<file path="src/rtl/nbout_pkg.sv">
// nbout_pkg: shared definitions for the per-unit output neuron buffer.
//   - state_e   : FSM state encoding (IDLE / ACCUM / DRAIN)
//   - DEF_*     : default geometry (bits per value, lanes, rows, pass width)
//   - ptr_w()   : row-pointer width for a given number of buffer rows
package nbout_pkg;

  localparam int DEF_N       = 16;
  localparam int DEF_TN      = 16;
  localparam int DEF_ENTRIES = 4;
  localparam int DEF_PASS_W  = 8;

  typedef enum logic [1:0] {
    ST_IDLE  = 2'd0,
    ST_ACCUM = 2'd1,
    ST_DRAIN = 2'd2
  } state_e;

  function automatic int ptr_w(input int entries);
    return (entries < 2) ? 1 : $clog2(entries);
  endfunction

endpackage

</file>
<file path="src/rtl/nbout_mem.sv">
// nbout_mem: ENTRIES x W register array holding the partial-sum rows.
//   clk, rst        : clock, asynchronous active-high clear of every row
//   we_i/waddr_i/wdata_i : synchronous write port
//   fb_addr_i  -> fb_data_o : asynchronous read, feedback to the n0 unit
//   dr_addr_i  -> dr_data_o : asynchronous read, drain to the next stage
module nbout_mem #(
  parameter int W       = 256,
  parameter int ENTRIES = 4,
  parameter int AW      = 2
) (
  input  logic          clk,
  input  logic          rst,
  input  logic          we_i,
  input  logic [AW-1:0] waddr_i,
  input  logic [W-1:0]  wdata_i,
  input  logic [AW-1:0] fb_addr_i,
  output logic [W-1:0]  fb_data_o,
  input  logic [AW-1:0] dr_addr_i,
  output logic [W-1:0]  dr_data_o
);

  logic [W-1:0] mem_q [ENTRIES];

  always_ff @(posedge clk or posedge rst) begin
    if (rst) begin
      for (int i = 0; i < ENTRIES; i++) mem_q[i] <= '0;
    end else if (we_i) begin
      mem_q[waddr_i] <= wdata_i;
    end
  end

  assign fb_data_o = mem_q[fb_addr_i];
  assign dr_data_o = mem_q[dr_addr_i];

endmodule

</file>
<file path="src/rtl/nbout_unit.sv">
// nbout_unit: output neuron buffer sitting behind one n0 MAC unit.
// Captures P passes of ENTRIES result rows, feeding the stored row back as
// the partial-sum operand, then drains the finished rows downstream.
//   clk, rst                   : clock, asynchronous active-high reset
//   i_cfg_valid/i_cfg_passes   : group start request with pass count (0 => 1)
//   o_cfg_ready                : high only while idle
//   i_res_valid/i_res          : n0 result row
//   o_part_sum                 : partial-sum row presented to the n0 unit
//   o_out_valid/o_out/i_out_ready : drain handshake; a row transfers on a
//                                   cycle with valid and ready both high, and
//                                   valid/data hold steady until it does
//   o_busy                     : not idle
//   o_err                      : sticky, a result arrived outside ACCUM
module nbout_unit
  import nbout_pkg::*;
#(
  parameter int N       = DEF_N,
  parameter int Tn      = DEF_TN,
  parameter int ENTRIES = DEF_ENTRIES,
  parameter int PASS_W  = DEF_PASS_W
) (
  input  logic              clk,
  input  logic              rst,
  input  logic              i_cfg_valid,
  input  logic [PASS_W-1:0] i_cfg_passes,
  output logic              o_cfg_ready,
  input  logic              i_res_valid,
  input  logic [Tn*N-1:0]   i_res,
  output logic [Tn*N-1:0]   o_part_sum,
  output logic              o_out_valid,
  output logic [Tn*N-1:0]   o_out,
  input  logic              i_out_ready,
  output logic              o_busy,
  output logic              o_err
);

  localparam int W  = Tn * N;
  localparam int PW = ptr_w(ENTRIES);
  localparam logic [PW-1:0] LAST_ROW = PW'(ENTRIES - 1);

  state_e            state_q, state_d;
  logic [PW-1:0]     wr_ptr_q, wr_ptr_d;
  logic [PW-1:0]     rd_ptr_q, rd_ptr_d;
  logic [PASS_W-1:0] pass_cnt_q, pass_cnt_d;
  logic [PASS_W-1:0] p_reg_q, p_reg_d;
  logic              err_q, err_d;

  logic              wr_en;
  logic [W-1:0]      fb_data;
  logic [W-1:0]      dr_data;

  // Results are only stored while accumulating; elsewhere they are dropped.
  assign wr_en = i_res_valid && (state_q == ST_ACCUM);

  nbout_mem #(.W(W), .ENTRIES(ENTRIES), .AW(PW)) u_mem (
    .clk       (clk),
    .rst       (rst),
    .we_i      (wr_en),
    .waddr_i   (wr_ptr_q),
    .wdata_i   (i_res),
    .fb_addr_i (wr_ptr_q),
    .fb_data_o (fb_data),
    .dr_addr_i (rd_ptr_q),
    .dr_data_o (dr_data)
  );

  // State register
  always_ff @(posedge clk or posedge rst) begin
    if (rst) begin
      state_q    <= ST_IDLE;
      wr_ptr_q   <= '0;
      rd_ptr_q   <= '0;
      pass_cnt_q <= '0;
      p_reg_q    <= PASS_W'(1);
      err_q      <= 1'b0;
    end else begin
      state_q    <= state_d;
      wr_ptr_q   <= wr_ptr_d;
      rd_ptr_q   <= rd_ptr_d;
      pass_cnt_q <= pass_cnt_d;
      p_reg_q    <= p_reg_d;
      err_q      <= err_d;
    end
  end

  // Next-state and counter logic
  always_comb begin
    state_d    = state_q;
    wr_ptr_d   = wr_ptr_q;
    rd_ptr_d   = rd_ptr_q;
    pass_cnt_d = pass_cnt_q;
    p_reg_d    = p_reg_q;
    err_d      = err_q | (i_res_valid && (state_q != ST_ACCUM));
    case (state_q)
      ST_IDLE: begin
        if (i_cfg_valid) begin
          state_d    = ST_ACCUM;
          p_reg_d    = (i_cfg_passes == '0) ? PASS_W'(1) : i_cfg_passes;
          wr_ptr_d   = '0;
          pass_cnt_d = '0;
        end
      end
      ST_ACCUM: begin
        if (i_res_valid) begin
          if (wr_ptr_q == LAST_ROW) begin
            wr_ptr_d = '0;
            if (pass_cnt_q == p_reg_q - PASS_W'(1)) begin
              state_d  = ST_DRAIN;
              rd_ptr_d = '0;
            end else begin
              pass_cnt_d = pass_cnt_q + PASS_W'(1);
            end
          end else begin
            wr_ptr_d = wr_ptr_q + PW'(1);
          end
        end
      end
      ST_DRAIN: begin
        if (i_out_ready) begin
          rd_ptr_d = rd_ptr_q + PW'(1);
          if (rd_ptr_q == LAST_ROW) state_d = ST_IDLE;
        end
      end
      default: state_d = ST_IDLE;
    endcase
  end

  // Outputs: decoded from registered state only, so the feedback row never
  // depends combinationally on the incoming result.
  always_comb begin
    o_cfg_ready = (state_q == ST_IDLE);
    o_busy      = (state_q != ST_IDLE);
    o_out_valid = (state_q == ST_DRAIN);
    o_out       = (state_q == ST_DRAIN) ? dr_data : '0;
    // First pass starts from zero; later passes see the previous pass's row.
    o_part_sum  = ((state_q == ST_ACCUM) && (pass_cnt_q != '0)) ? fb_data : '0;
  end

  assign o_err = err_q;

endmodule

</file>
<file path="config.mk">
export PLATFORM = sky130hd
export DESIGN_NAME = nbout_unit
export DESIGN_NICKNAME = d
export VERILOG_FILES = /design/src/rtl/nbout_pkg.sv /design/src/rtl/nbout_mem.sv /design/src/rtl/nbout_unit.sv
export SDC_FILE = /design/constraint.sdc
export NUM_CORES = 2
export LEC_CHECK = 0
export ABC_AREA = 1
export CORE_MARGIN = 4
export CORE_UTILIZATION = 60
export DETAILED_ROUTE_END_ITERATION = 16
export DONT_BUFFER_PORTS = 1
export GPL_TIMING_DRIVEN = 0
export PLACE_DENSITY = 0.76
export SETUP_SLACK_MARGIN = 0.1
export SYNTH_ARGS = -nofsm -noshare
export SYNTH_HDL_FRONTEND = slang
export SYNTH_HIERARCHICAL = 1
export SYNTH_SLANG_ARGS = --single-unit
</file>
<file path="constraint.sdc">
create_clock -name clk -period 69.5 [get_ports clk]
set_input_delay 13.9 -clock clk [delete_from_list [all_inputs] [get_ports clk]]
set_output_delay 13.9 -clock clk [all_outputs]
set_load 0.005 [all_outputs]
</file>
# ---- After elaboration in Yosys (flattened, before gate mapping)
# Index checks and enable logic that the tools add are counted.
dict set report word_totals {
  rom_bits 0
  latchBits 0
  wordCells 81
  ramBits 0
  inputBits 269
  mem_count 0
  reg_bits 1047
}
dict set report classes {
  bitwise_logic 3
  div_mod_pow 0
  n_mul 0
  muxes 33
  magnitude_cmp 3
  shift 0
  add_sub_neg 4
  n_reduce_logical 15
  n_eq_ne 13
}
# op count
set op_table {}
lappend op_table {{2-to-1 mux 256 bit} 7}
lappend op_table {{binary-select mux 256 bit (select 2 bit)} 2}
lappend op_table {{bitwise mux 1024 bit} 1}
lappend op_table {{demux 256 bit (select 2 bit)} 1}
lappend op_table {{2-to-1 mux 8 bit} 5}
lappend op_table {{2-to-1 mux 2 bit} 13}
lappend op_table {{case mux 8 bit (2 select lines)} 1}
lappend op_table {{inequality test 2 x 1 -> 1 bit (second input constant)} 5}
lappend op_table {{AND reduction 5 bit} 2}
lappend op_table {{adder 8 x 1 -> 8 bit (second input constant)} 1}
lappend op_table {{== test 8 bit} 1}
lappend op_table {{zero test 8 bit} 1}
lappend op_table {{case mux 2 bit (2 select lines)} 2}
lappend op_table {{nonzero test 8 bit} 1}
lappend op_table {{subtractor 8 x 1 -> 8 bit (second input constant)} 1}
lappend op_table {{== test 2 bit (second input constant)} 3}
lappend op_table {{>= comparator 3 bit (second input constant)} 2}
lappend op_table {{inequality test 2 bit (second input constant)} 3}
lappend op_table {{inverter 2 -> 3 bit} 2}
lappend op_table {{case mux 2 bit (3 select lines)} 1}
lappend op_table {{AND reduction 6 bit} 1}
lappend op_table {{nonzero test 2 bit} 3}
lappend op_table {{adder 2 x 1 -> 2 bit (second input constant)} 2}
lappend op_table {{logical AND 1 bit} 4}
lappend op_table {{6 further kinds} 6}

# ---- Logic depth before layout (Yosys ltp)
dict set report depth {
  word_depth 6
  ltp_mapped 14
  ltp_nobuf 14
}

# ---- Modules after synthesis
# Netlist, hierarchy kept.
# module seq_area_each_um2 area_per_inst_um2 cells_per_inst instances
set modules_own_cells {}
lappend modules_own_cells {nbout_mem 25624.6 61268.8 9424 1}
lappend modules_own_cells {nbout_unit 576.8 5582.9 1287 1}

# ---- Worst setup path before layout
# OpenSTA, ideal clock, no wires.
dict set report synth_timing {
  path_type {reg-to-output}
  start {register pass_cnt_q[0]}
  end {output o_part_sum[225]}
  path_slack_ps 54110
  t_arrival_ps 1490
  stages_incl_launch_ff 8
  cell_sequence {dfrtp_1 -> inv_1 -> ha_1 -> nand3_1 -> o41ai_2 -> buf_2 -> buf_2 -> nor2_1}
}
dict set report synth_via {
  elab_chain_cells 3
}
# item line_no
set synth_lines {}
lappend synth_lines {{start: declaration} nbout_unit.sv:44} ;# logic [PASS_W-1:0] pass_cnt_q, pass_cnt_d;
lappend synth_lines {{start signal: assignment} nbout_unit.sv:80} ;# pass_cnt_q <= pass_cnt_d;
lappend synth_lines {{nonzero test 8 bit} nbout_unit.sv:136} ;# o_part_sum = ((state_q == ST_ACCUM) && (pass_cnt_q != '0)) ? fb_data : '0;
lappend synth_lines {{logical AND 1 bit} nbout_unit.sv:136}
lappend synth_lines {{2-to-1 mux 256 bit} nbout_unit.sv:136}
lappend synth_lines {{end: declaration} nbout_unit.sv:29} ;# output logic [Tn*N-1:0] o_part_sum,
# Every way passes these cells.

# ---- Worst setup path in the final report
dict set report layout_timing {
  start {register state_q[1]}
  end {output o_out[215]}
}
dict set report layout_via {
  elab_chain_cells 2
}
# item line_no
set layout_lines {}
lappend layout_lines {{start: declaration} nbout_unit.sv:41} ;# state_e state_q, state_d;
lappend layout_lines {{start signal: assignment} nbout_unit.sv:77} ;# state_q <= state_d;
lappend layout_lines {{== test 2 bit} n/a}
lappend layout_lines {{named net o_out_valid} nbout_unit.sv:30} ;# output logic o_out_valid,
lappend layout_lines {{2-to-1 mux 256 bit} nbout_unit.sv:134} ;# o_out = (state_q == ST_DRAIN) ? dr_data : '0;
lappend layout_lines {{end: declaration} nbout_unit.sv:31} ;# output logic [Tn*N-1:0] o_out,
# The timed path passes the listed nets, and every way through them passes these cells.

==> impl_metrics.xml <==
<?xml version="1.0" encoding="UTF-8"?>
<metrics>
  <group name="critical_path">
    <metric name="worst-endpoint-required" unit="ns">55.60</metric>
    <metric name="crit_arrival" unit="ns">3.58</metric>
    <metric name="crit_path_slowest_cell" unit="">clkbuf_1</metric>
    <metric name="critical_path.cell_chain" unit="">inv_1 -&gt; nor2_1 -&gt; clkinv_1 -&gt; clkbuf_1 -&gt; clkbuf_1 -&gt; nor2_1</metric>
    <metric name="cpPeakStageDelay" unit="ns">0.73</metric>
    <metric name="endpoint_kind" unit="">primary output</metric>
    <metric name="worstSetupPathType" unit="">reg -&gt; out</metric>
    <metric name="timing.critical_path.fanout_max" unit="">10</metric>
    <metric name="start_kind" unit="">flop</metric>
  </group>
  <group name="timing">
    <metric name="hold_violations" unit="">0</metric>
    <metric name="worst_clock_skew" unit="ns">0.0236</metric>
    <metric name="rsz0062_at_grt" unit="">false</metric>
    <metric name="setup-tns-final" unit="ns">0</metric>
    <metric name="worst_pin_slew" unit="ns">1.52</metric>
    <metric name="worst_slew_margin_rel" unit="">-0.0166</metric>
    <metric name="report.final.slew_viol_count" unit="">11</metric>
    <metric name="setup_viol" unit="">0</metric>
    <metric name="timing.final.crit_period" unit="ns">17.48</metric>
    <metric name="fin_crit_sh" unit="">0.252</metric>
    <metric name="layout_setup_ws" unit="ns">52.02</metric>
    <metric name="timing.fmax" unit="MHz">57.2</metric>
  </group>
  <group name="synthesis">
    <metric name="post_synth_most_frequent_cells" unit="">nand2_1, inv_1, nand3_1</metric>
    <metric name="post_synth_edffs" unit="">0</metric>
    <metric name="netlist_instances" unit="">10700</metric>
    <metric name="post_synth_instance_area" unit="um2">66900</metric>
    <metric name="synth_area_per_cell" unit="um2">6.24</metric>
    <metric name="syn-num-nets" unit="">11000</metric>
    <metric name="synthDominantAreaCellType" unit="">dfrtp_1</metric>
    <metric name="yosys-top-cells-area" unit="">dfrtp_1, nand2_1, inv_1, nand3_1, nand4_1</metric>
    <metric name="synth-seq-area-share" unit="">0.392</metric>
    <metric name="synth_cell_type_count" unit="">37</metric>
    <metric name="share_of_the_synthesized_area_in_the_top_cell_type" unit="">0.392</metric>
    <metric name="ys_dominant_reg_cell" unit="">dfrtp_1</metric>
    <metric name="yosys_warnings" unit="">6</metric>
    <metric name="yosys_register_bits" unit="">1047</metric>
    <metric name="synthMostInstantiatedCell" unit="">nand2_1</metric>
    <metric name="asyncSetResetFlopFracSynth" unit="">1.00</metric>
  </group>
  <group name="routing">
    <metric name="vias_per_cell" unit="">5.78</metric>
    <metric name="drc" unit="">0</metric>
    <metric name="count_of_vias_placed_by_the_detailed_router" unit="">71800</metric>
    <metric name="route.final.wire_length" unit="um">268000</metric>
    <metric name="detailedRoute.firstIterationViolations" unit="">9728</metric>
    <metric name="drt.antenna.violating_nets" unit="">0</metric>
    <metric name="detailedRoute.firstPassIterationCount" unit="">8</metric>
    <metric name="wl_per_cell" unit="um">21.6</metric>
  </group>
  <group name="finish">
    <metric name="nFillCells" unit="">10400</metric>
    <metric name="synthToLayoutAreaGrowth" unit="%">8.85</metric>
    <metric name="seqCellArea" unit="um2">26200</metric>
    <metric name="proportion_of_layout_cells_with_a_drive_suffix_above_1" unit="">0.0772</metric>
    <metric name="multi_input_area" unit="um2">30000</metric>
    <metric name="nNetsFinal" unit="">11100</metric>
  </group>
  <group name="clock_network">
    <metric name="cts-buffers-inserted" unit="">115</metric>
    <metric name="h-tree-depth" unit="">3</metric>
    <metric name="tritoncts" unit="">done</metric>
    <metric name="cts_resized" unit="">0</metric>
    <metric name="cts.sink_count" unit="">1047</metric>
    <metric name="post_cts_hold_buffer_count" unit="">0</metric>
    <metric name="path_clk_slew" unit="ns">0.06</metric>
    <metric name="clock_path_buffers" unit="">3</metric>
    <metric name="cts.repair_timing.setup_buffer_count" unit="">0</metric>
    <metric name="cts.root.buffer_cell" unit="">clkbuf_16</metric>
    <metric name="worst_skew_pair.late_latency" unit="ns">0.73</metric>
  </group>
  <group name="die">
    <metric name="row_count" unit="">122</metric>
    <metric name="fp.dieArea" unit="um2">117000</metric>
    <metric name="effective_utilization_at_floorplan" unit="">0.604</metric>
    <metric name="die_extent_in_y" unit="um">342</metric>
    <metric name="die_x" unit="um">342</metric>
    <metric name="boundaryPins" unit="">785</metric>
    <metric name="floorplan.core_area" unit="um2">111000</metric>
  </group>
  <group name="grt">
    <metric name="grt_first_pass_wirelength" unit="um">398000</metric>
    <metric name="grt_antenna_before_repair" unit="">16</metric>
    <metric name="grt_max_degree" unit="">127</metric>
    <metric name="total_global_route_track_usage" unit="">0.443</metric>
    <metric name="grt_overflow_total" unit="">0</metric>
    <metric name="grt_pass1_vias" unit="">66500</metric>
  </group>
  <group name="worst_hold_path">
    <metric name="hp-class" unit="">reg -&gt; reg</metric>
  </group>
  <group name="run_status">
    <metric name="failed_checks" unit="">max-capacitance violations, max-slew violations</metric>
    <metric name="outcome" unit="">complete, but fails checks</metric>
  </group>
  <group name="pwr">
    <metric name="p_leak" unit="nW">43.4</metric>
    <metric name="power_density" unit="nW/um2">45.7</metric>
    <metric name="ir_drop" unit="mV">0.0256</metric>
  </group>
  <group name="place">
    <metric name="placement.io_buffers" unit="">0</metric>
    <metric name="hpwl_after_detailed_placement" unit="um">196000</metric>
    <metric name="gp_congestion" unit="">1.00</metric>
    <metric name="dpl_worst_slack" unit="ns">52.92</metric>
  </group>
  <group name="flow_run">
    <metric name="drv.max_cap_violation_count" unit="">1</metric>
  </group>
</metrics>
## cells by family (layout without fill, tap and decap cells)
| kind of cell | count (synthesis) | in the layout | synth area share |
|---|---|---|---|
| other cells | 0 | 7 | 0 |
| buf+inv | 2601 | 2820 | 0.160 |
| fa+ha+maj | 5 | 5 | 0.000936 |
| compound gates | 284 | 284 | 0.0216 |
| flops | 1047 | 1047 | 0.392 |
| simple gates | 6767 | 6767 | 0.425 |
| xor+xnor | 6 | 6 | 0.000786 |
| mux | 1 | 1 | 0.000168 |
## report_power, final
part | total, W | internal [W] | switching [W]
combinational | 0.00165 | 0.000469 | 0.00118
clock | 0.000631 | 0.000361 | 0.000269
sequential | 0.00104 | 0.000887 | 0.000155
## per-stage QoR
stage	cells	util	hold slack, ns	total power [W]	instance area [um2]
2_1_floorplan	10700	-	0.442	0.00212	66900
3_3_place_gp	12200	0.621	0.453	0.00259	68700
3_5_place_dp	12200	0.623	0.458	0.00263	68900
4_1_cts	12400	0.657	0.472	0.00327	72700
5_1_grt	12400	0.657	0.480	0.00355	72700
6_report	12400	0.658	0.469	0.00332	72800
## flip-flops by register name (all words and copies together), names as in the netlist
| signal | count |
|---|---|
| wr_ptr_q | 2 |
| u_mem/mem_q | 1024 |
| o_err | 1 |
| pass_cnt_q | 8 |
| state_q | 2 |
| p_reg_q | 8 |
| rd_ptr_q | 2 |
## per-layer routing
| layer | up-vias | part of all wire | global-route usage |
|---|---|---|---|
| met2 | 4604 | 0.43 | 0.660 |
| met4 | 8 | 0.067 | 0.257 |
| met3 | 857 | 0.14 | 0.143 |
| met5 | - | 0.00023 | 0 |
| met1 | 33600 | 0.37 | 0.567 |
| li1 | 32800 | - | - |
## cell type report
type / count / share of cell area
diodes: 7 / 0.000241
plain buffers: 769 / 0.0524
clock buffers: 161 / 0.0451
clock inverters: 50 / 0.00722
inverters: 1832 / 0.0946
multi-input cells: 7063 / 0.412
flip-flops and latches: 1047 / 0.360
well taps: 1488 / 0.0256
repair buffers: 8 / 0.00303
## path summary, 6_finish.rpt
kind / start / to / slack (ns) / depth (start not counted)
setup / recovery: state_q[1]$_DFFE_PP0P_ / o_out[215] / 52.02 / 6
hold / removal: u_mem/mem_q[545]$_DFFE_PP0P_ / u_mem/mem_q[545]$_DFFE_PP0P_ / 0.47 / 2
setup reg to reg: state_q[1]$_DFFE_PP0P_ / u_mem/mem_q[956]$_DFFE_PP0P_ / 66.85 / 9
hold reg to reg: u_mem/mem_q[545]$_DFFE_PP0P_ / u_mem/mem_q[545]$_DFFE_PP0P_ / 0.47 / 2
max in group asynchronous: rst / u_mem/mem_q[119]$_DFFE_PP0P_ / 54.02 / 4
min in group asynchronous: rst / u_mem/mem_q[780]$_DFFE_PP0P_ / 13.21 / 1
## critical path, delay by kind of cell, from the launching register on
kind          cells  cell delay [ns]
buf+inv           4             1.72
flops             1             0.40
simple gates      2             0.73
## cells in the final DEF, fill, tap and decap left out, types with 8 or more instances in the layout
| cell type | count |
|---|---|
| nand3_1 | 1300 |
| nand2_1 | 4409 |
| o21ai_0 | 17 |
| clkinv_2 | 28 |
| o21ai_1 | 257 |
| nand4_1 | 517 |
| inv_1 | 1826 |
| buf_2 | 578 |
| dfrtp_1 | 1046 |
| buf_16 | 8 |
| clkbuf_8 | 21 |
| clkbuf_16 | 116 |
| clkbuf_1 | 144 |
| nor2_1 | 525 |
| buf_1 | 20 |
| bufinv_16 | 9 |
| buf_4 | 48 |
Note: power is estimated with default switching activity, not from simulation.
